**src/rtl/yabot_pkg.sv**
```systemverilog
// Shared frame layout, command IDs and FSM state type for the Jetson SPI link.
// Frame on the wire: {id[3:0], data[27:0]}, MSB first.
package yabot_pkg;

  localparam int FRAME_W = 32;
  localparam int ID_W    = 4;
  localparam int DATA_W  = 28;
  localparam int CNT_W   = 6;

  localparam logic [CNT_W-1:0] CNT_FULL = 6'd32;
  localparam logic [CNT_W-1:0] CNT_SAT  = 6'd33;

  localparam logic [ID_W-1:0] ID_Nop        = 4'd0;
  localparam logic [ID_W-1:0] ID_Sonars     = 4'd1;
  localparam logic [ID_W-1:0] ID_Motor      = 4'd2;
  localparam logic [ID_W-1:0] ID_ADC        = 4'd3;
  localparam logic [ID_W-1:0] ID_Radio      = 4'd4;
  localparam logic [ID_W-1:0] ID_RemoteCtrl = 4'd5;
  localparam logic [ID_W-1:0] ID_Servo      = 4'd13;
  localparam logic [ID_W-1:0] ID_OutGPIO    = 4'd14;
  localparam logic [ID_W-1:0] ID_PowerOff   = 4'd15;

  localparam logic [DATA_W-1:0] IDLE_PAYLOAD = 28'hB00_0000;

  typedef enum logic [1:0] {
    S_IDLE,
    S_LOAD,
    S_SHIFT,
    S_DONE
  } jspi_state_e;

endpackage

```
**src/rtl/jspi_tx_fifo.sv**
```systemverilog
// Synchronous show-ahead FIFO for reply frames.
// data_o always presents the head; a push while full is dropped.
module jspi_tx_fifo #(
  parameter int WIDTH = 32,
  parameter int DEPTH = 8
) (
  input  logic             clk,
  input  logic             rst_n,
  input  logic             push_i,
  input  logic [WIDTH-1:0] data_i,
  input  logic             pop_i,
  output logic [WIDTH-1:0] data_o,
  output logic             empty_o,
  output logic             full_o
);

  localparam int AW = $clog2(DEPTH);

  logic [WIDTH-1:0] mem_q [DEPTH];
  logic [AW-1:0]    wr_q;
  logic [AW-1:0]    rd_q;
  logic [AW:0]      cnt_q;
  logic             push_ok;
  logic             pop_ok;

  assign empty_o = (cnt_q == '0);
  assign full_o  = (cnt_q == (AW+1)'(DEPTH));
  assign push_ok = push_i && !full_o;
  assign pop_ok  = pop_i && !empty_o;
  assign data_o  = mem_q[rd_q];

  always_ff @(posedge clk) begin
    if (push_ok) mem_q[wr_q] <= data_i;
  end

  always_ff @(posedge clk or negedge rst_n) begin
    if (!rst_n) begin
      wr_q  <= '0;
      rd_q  <= '0;
      cnt_q <= '0;
    end else begin
      if (push_ok) wr_q <= wr_q + 1'b1;
      if (pop_ok)  rd_q <= rd_q + 1'b1;
      cnt_q <= cnt_q + {{AW{1'b0}}, push_ok}
                     - {{AW{1'b0}}, pop_ok};
    end
  end

endmodule

```
**src/rtl/jetson_spi_slave.sv**
```systemverilog
// SPI mode-0 slave to the Jetson: 32-bit frames, reply FIFO, abort detection.
// Define JSPI_FRAME_ERR_EN to enable the frame_err pulse and err_count.
module jetson_spi_slave
  import yabot_pkg::*;
#(
  parameter int                FIFO_DEPTH = 8,
  parameter logic [DATA_W-1:0] IDLE_DATA  = IDLE_PAYLOAD
) (
  input  logic              clk,
  input  logic              rst_n,
  input  logic              spi_clk,
  input  logic              spi_mosi,
  input  logic              spi_cs,
  output logic              spi_miso,
  output logic              rx_valid,
  output logic [ID_W-1:0]   rx_id,
  output logic [DATA_W-1:0] rx_data,
  input  logic              tx_valid,
  output logic              tx_ready,
  input  logic [ID_W-1:0]   tx_id,
  input  logic [DATA_W-1:0] tx_data,
  output logic              tx_pending,
  output logic              frame_err,
  output logic [7:0]        err_count
);

  jspi_state_e        state_q;
  logic [2:0]         cs_q;
  logic [2:0]         sck_q;
  logic [1:0]         mosi_q;
  logic [FRAME_W-1:0] tx_sr_q;
  logic [FRAME_W-1:0] rx_sr_q;
  logic [CNT_W-1:0]   cnt_q;
  logic               loaded_q;
  logic               pop_q;
  logic               miso_q;
  logic               rx_valid_q;
  logic [ID_W-1:0]    rx_id_q;
  logic [DATA_W-1:0]  rx_data_q;
  logic [FRAME_W-1:0] fifo_head;
  logic [FRAME_W-1:0] load_d;
  logic               fifo_empty;
  logic               fifo_full;
  logic               cs_hi;
  logic               cs_fall;
  logic               sck_rise;
  logic               sck_fall;

  jspi_tx_fifo #(
    .WIDTH (FRAME_W),
    .DEPTH (FIFO_DEPTH)
  ) u_fifo (
    .clk     (clk),
    .rst_n   (rst_n),
    .push_i  (tx_valid),
    .data_i  ({tx_id, tx_data}),
    .pop_i   (pop_q),
    .data_o  (fifo_head),
    .empty_o (fifo_empty),
    .full_o  (fifo_full)
  );

  // bit 0 = first sync stage, bit 1 = synchronized, bit 2 = previous
  assign cs_hi    = cs_q[1];
  assign cs_fall  = cs_q[2] & ~cs_q[1];
  assign sck_rise = ~sck_q[2] & sck_q[1];
  assign sck_fall = sck_q[2] & ~sck_q[1];
  assign load_d   = fifo_empty ? {ID_Nop, IDLE_DATA} : fifo_head;

  always_ff @(posedge clk or negedge rst_n) begin
    if (!rst_n) begin
      cs_q   <= 3'b111;
      sck_q  <= 3'b000;
      mosi_q <= 2'b00;
    end else begin
      cs_q   <= {cs_q[1:0], spi_cs};
      sck_q  <= {sck_q[1:0], spi_clk};
      mosi_q <= {mosi_q[0], spi_mosi};
    end
  end

`ifdef JSPI_FRAME_ERR_EN
  logic       frame_err_q;
  logic [7:0] err_cnt_q;
`endif

  always_ff @(posedge clk or negedge rst_n) begin
    if (!rst_n) begin
      state_q    <= S_IDLE;
      tx_sr_q    <= '0;
      rx_sr_q    <= '0;
      cnt_q      <= '0;
      loaded_q   <= 1'b0;
      pop_q      <= 1'b0;
      miso_q     <= 1'b0;
      rx_valid_q <= 1'b0;
      rx_id_q    <= '0;
      rx_data_q  <= '0;
`ifdef JSPI_FRAME_ERR_EN
      frame_err_q <= 1'b0;
      err_cnt_q   <= '0;
`endif
    end else begin
      rx_valid_q <= 1'b0;
      pop_q      <= 1'b0;
`ifdef JSPI_FRAME_ERR_EN
      frame_err_q <= 1'b0;
`endif
      unique case (state_q)
        S_IDLE: begin
          miso_q <= 1'b0;
          if (cs_fall) state_q <= S_LOAD;
        end
        S_LOAD: begin
          if (cs_hi) begin
            state_q <= S_IDLE;
          end else begin
            tx_sr_q  <= load_d;
            loaded_q <= !fifo_empty;
            miso_q   <= load_d[FRAME_W-1];
            cnt_q    <= '0;
            state_q  <= S_SHIFT;
          end
        end
        S_SHIFT: begin
          if (cs_hi) begin
            miso_q  <= 1'b0;
            state_q <= S_DONE;
          end else begin
            if (sck_rise) begin
              rx_sr_q <= {rx_sr_q[FRAME_W-2:0], mosi_q[1]};
              cnt_q   <= (cnt_q == CNT_SAT) ? CNT_SAT : cnt_q + 1'b1;
            end
            if (sck_fall) begin
              tx_sr_q <= {tx_sr_q[FRAME_W-2:0], 1'b0};
              miso_q  <= tx_sr_q[FRAME_W-2];
            end
          end
        end
        S_DONE: begin
          state_q <= S_IDLE;
          if (cnt_q == CNT_FULL) begin
            rx_valid_q <= 1'b1;
            rx_id_q    <= rx_sr_q[FRAME_W-1 -: ID_W];
            rx_data_q  <= rx_sr_q[DATA_W-1:0];
            pop_q      <= loaded_q;
          end else begin
`ifdef JSPI_FRAME_ERR_EN
            frame_err_q <= 1'b1;
            if (err_cnt_q != 8'hFF) err_cnt_q <= err_cnt_q + 1'b1;
`endif
          end
        end
        default: state_q <= S_IDLE;
      endcase
    end
  end

  // raw cs gate keeps MISO quiet before the synchronizer catches up
  assign spi_miso   = miso_q & ~spi_cs;
  assign rx_valid   = rx_valid_q;
  assign rx_id      = rx_id_q;
  assign rx_data    = rx_data_q;
  assign tx_ready   = !fifo_full;
  assign tx_pending = !fifo_empty;

`ifdef JSPI_FRAME_ERR_EN
  assign frame_err = frame_err_q;
  assign err_count = err_cnt_q;
`else
  assign frame_err = 1'b0;
  assign err_count = 8'h00;
`endif

endmodule

```
**config.mk**
```make
export PLATFORM = sky130hd
export DESIGN_NAME = jetson_spi_slave
export DESIGN_NICKNAME = d
export VERILOG_FILES = /design/src/rtl/yabot_pkg.sv /design/src/rtl/jspi_tx_fifo.sv /design/src/rtl/jetson_spi_slave.sv
export SDC_FILE = /design/constraint.sdc
export NUM_CORES = 1
export LEC_CHECK = 0
export CORE_MARGIN = 5
export CORE_UTILIZATION = 45
export DETAILED_ROUTE_END_ITERATION = 6
export GPL_ROUTABILITY_DRIVEN = 0
export PLACE_DENSITY = 0.62
export RECOVER_POWER = 100
export SETUP_SLACK_MARGIN = 0.4
export SLEW_MARGIN = 20
export SYNTH_ARGS = -nofsm -noshare
export SYNTH_HDL_FRONTEND = slang
export SYNTH_HIERARCHICAL = 1
export SYNTH_SLANG_ARGS = --single-unit
```
**constraint.sdc**
```tcl
create_clock -name clk -period 14.25 [get_ports clk]
set_input_delay 2.1375 -clock clk [delete_from_list [all_inputs] [get_ports clk]]
set_output_delay 2.1375 -clock clk [all_outputs]
set_load 0.02 [all_outputs]
```
==> flow_metrics.py <==
metrics = {
    "place": {
        "portBuffers": 73,
        "place_hpwl_um": 14920,
        "place_area_um2": 16530,
    },
    "yosys": {
        "yosysTopAreaCell": "edfxtp_1",
        "synth_cell_types": 50,
        "ys.flop_type": "edfxtp_1",
        "yosys-top-cells-area": "edfxtp_1, dfrtp_1, mux4_2",
        "synth_warnings": 6,
        "synthArstFlopShare": 0.3281,
        "synth_area_per_cell_um2": 18.31,
        "synth.most_common_cell": "edfxtp_1",
        "yosys_register_bits": 381,
        "netlist_instances": 838,
        "netlist.area_leader.share": 0.5009,
        "syn_area_um2": 15350,
        "ys_seq_area_frac": 0.7050,
        "synth-edff-count": 256,
        "ys_top_cells_by_count": "edfxtp_1, dfrtp_1, nand2_1",
    },
    "die": {
        "die_y_um": 194.7,
        "top_level_ports": 83,
        "die_x_um": 194.7,
        "die_area_um2": 37890,
        "initial_core_util": 0.4565,
        "rows": 67,
        "coreArea_um2": 33620,
    },
    "drt": {
        "finalWirelength_um": 27180,
        "wl_met3_um": 1086,
        "ant_nets": 0,
        "wl_met2_um": 13710,
        "drt_first_iter_violations": 300,
        "first_pass_iters": 5,
        "vias_per_cell": 5.270,
        "vias": 7420,
        "drt-wirelength-per-cell_um": 19.30,
        "top_layer_used": "met4",
        "m1WireLength_um": 11840,
        "drc_errors": 0,
    },
    "final_layout": {
        "regArea_um2": 10820,
        "nets": 984,
        "area_growth_pct": 14.29,
        "fillCellCount": 2748,
        "antenna_cells": 0,
        "multi_input_area_um2": 4025,
        "fin_area_um2": 17540,
        "drive_above_1_share": 0.1938,
    },
    "clock_tree": {
        "cts_tree": "yes",
        "h-tree-depth": 2,
        "postCtsSetupBuffers": 0,
        "clk_pin_slew_worst_paths_ps": 60,
        "cts_buffers": 40,
        "cts.sink_count": 381,
        "cts_max_path_buffers": 3,
        "cts_hold_buf": 0,
        "cts.repair.resized": 0,
        "cts-root-buf": "clkbuf_16",
        "clk_latency_ps": 530,
    },
    "sta": {
        "max_slew_margin": -1.389,
        "finalCritPeriodShare": 0.5019,
        "setup_tns_ps": 0,
        "setup_viol": 0,
        "max_freq_ghz": 0.1398,
        "whs_ps": 348.4,
        "slew_viol_final": 527,
        "rsz0062_at_grt": "no",
        "worst_pin_slew_ps": 3583,
        "finalHoldViolations": 0,
        "skew_ps": 15.34,
        "layout_min_cycle_time_ps": 7152,
    },
    "status": {
        "status": "finished, violations left",
        "violations": "capacitance limit, slew limit",
    },
    "worst_setup_path": {
        "cpLargestDelayFamily": "buffers and inverters",
        "path_class": "in -> async",
        "cpMaxStageDelayCell": "clkbuf_1",
        "path_max_fanout": 65,
        "cp_slowest_stage_delay_ps": 2470,
        "arrival_ps": 7080,
        "worstPathRequired_ps": 14170,
        "start_kind": "input port",
        "worst_setup_path_end_kind": "async pin",
        "worst-path-buf-inv": 2,
        "path_cells": "clkbuf_1 > clkbuf_1",
        "critPathMostFrequentCell": "clkbuf_1",
    },
    "run": {
        "maxCapViolCount": 14,
    },
    "global_route": {
        "grt_pass1_vias": 7864,
        "grt_pass1_wl_um": 43800,
        "grt_max_degree": 66,
        "grt-ovfl-total": 0,
        "antenna_found_initial": 0,
        "grt_util_all_layers": 0.1448,
    },
    "pwr": {
        "ir_drop_v": 0.0001085,
        "p_leak_uw": 0.006650,
        "powerDensity_nw_per_um2": 159.1,
    },
    "min_path": {
        "hold_class": "reg -> reg",
    },
}
[cells in the final DEF, fill, tap and decap left out, types with 3 or more instances in the layout]
cell           synthesis  final
mux4_1                20     20
ha_1                  16     16
mux2_1                 0     27
nor2_1                 7      4
a211oi_1               3      3
edfxtp_1             256    256
mux4_2                44     44
conb_1                 1      9
clkbuf_16              0     41
nand2_1              108    108
xnor2_1                4      4
inv_1                 19     19
mux2_2                69     69
nor3_1                 4      3
a22o_1                26     26
clkinv_2               0      7
dlygate4sd3_1          0     72
buf_4                 12      5
a21oi_1                7      7
nand3b_1               4      4
clkbuf_8               0      5
nand3_1                4      4
o21ai_0                4      4
dfrtp_1              122    120
nand2b_1               7      7
clkinv_1               0      6
clkbuf_1              17     23
mux2i_1                3      3
nor2_4                 0      3
[through the flow]
step	util	instances	power, uW	setup slack, ps
finish	0.5218	1408	2791	7098
global route	0.5218	1408	2929	5601
CTS	0.5288	1408	2846	8806
detailed placement	0.4917	1335	1861	8826
global placement	0.4909	1334	1841	8830
floorplan	-	846	1707	8384
[registers in the layout, summed over array words and instances (netlist names), named ones only]
register and cells:
cs_q 3, rx_id 4, pop_q 1, u_fifo/mem_q 256, mosi_q 2, u_fifo/cnt_q 4
state_q 1, u_fifo/wr_q 3, tx_sr_q 31, rx_sr_q 32, cnt_q 6, rx_valid 1
rx_data 28, sck_q 3, loaded_q 1, u_fifo/rd_q 3, miso_q 1
[area by class of cell]
| type | count | area share |
|---|---|---|
| flip-flops and latches | 381 | 0.6171 |
| multi-input cells | 396 | 0.2295 |
| clock buffers | 55 | 0.06435 |
| repair buffers | 91 | 0.04623 |
| well taps | 448 | 0.03196 |
| clock inverters | 18 | 0.006777 |
| inverters | 19 | 0.004066 |
[layer usage]
layer  vias to the layer above  track usage
met5                         -            0
met3                        44      0.02701
met2                       134       0.2486
li1                       3397            -
met4                         0      0.03698
met1                      3845       0.1922
[logic make-up after synthesis]
| logic type | after synthesis | share of synthesized area |
|---|---|---|
| flops | 381 | 0.7050 |
| compound gates | 53 | 0.02633 |
| mux | 164 | 0.1788 |
| fa+ha+maj | 17 | 0.01435 |
| other cells | 1 | 0.0002444 |
| buf+inv | 69 | 0.02886 |
| simple gates | 147 | 0.04297 |
| xor+xnor | 6 | 0.003424 |
[where the power goes]
group | total, uW | internal [uW] | switching (uW)
Sequential | 1430 | 1370 | 61.5
Clock | 973 | 559 | 414
Combinational | 385 | 164 | 221
Total | 2790 | 2090 | 696
[worst paths after layout]
path / cells past startpoint / from / slack (ps) / to
setup / recovery: 2 / rst_n / 7100 / rx_data[19]$_DFFE_PN0P_
hold / removal: 0 / sck_q[0]$_DFF_PN0_ / 350 / sck_q[1]$_DFF_PN0_
setup reg to reg: 7 / state_q[0]$_DFFE_PN0P_ / 8940 / tx_sr_q[13]$_DFFE_PN0P_
hold reg to reg: 0 / sck_q[0]$_DFF_PN0_ / 350 / sck_q[1]$_DFF_PN0_
max in group clk: 3 / spi_cs / 8630 / spi_miso
min in group asynchronous: 1 / rst_n / 2820 / rx_sr_q[13]$_DFFE_PN0P_
No activity file was read; power rests on OpenSTA's default activity.
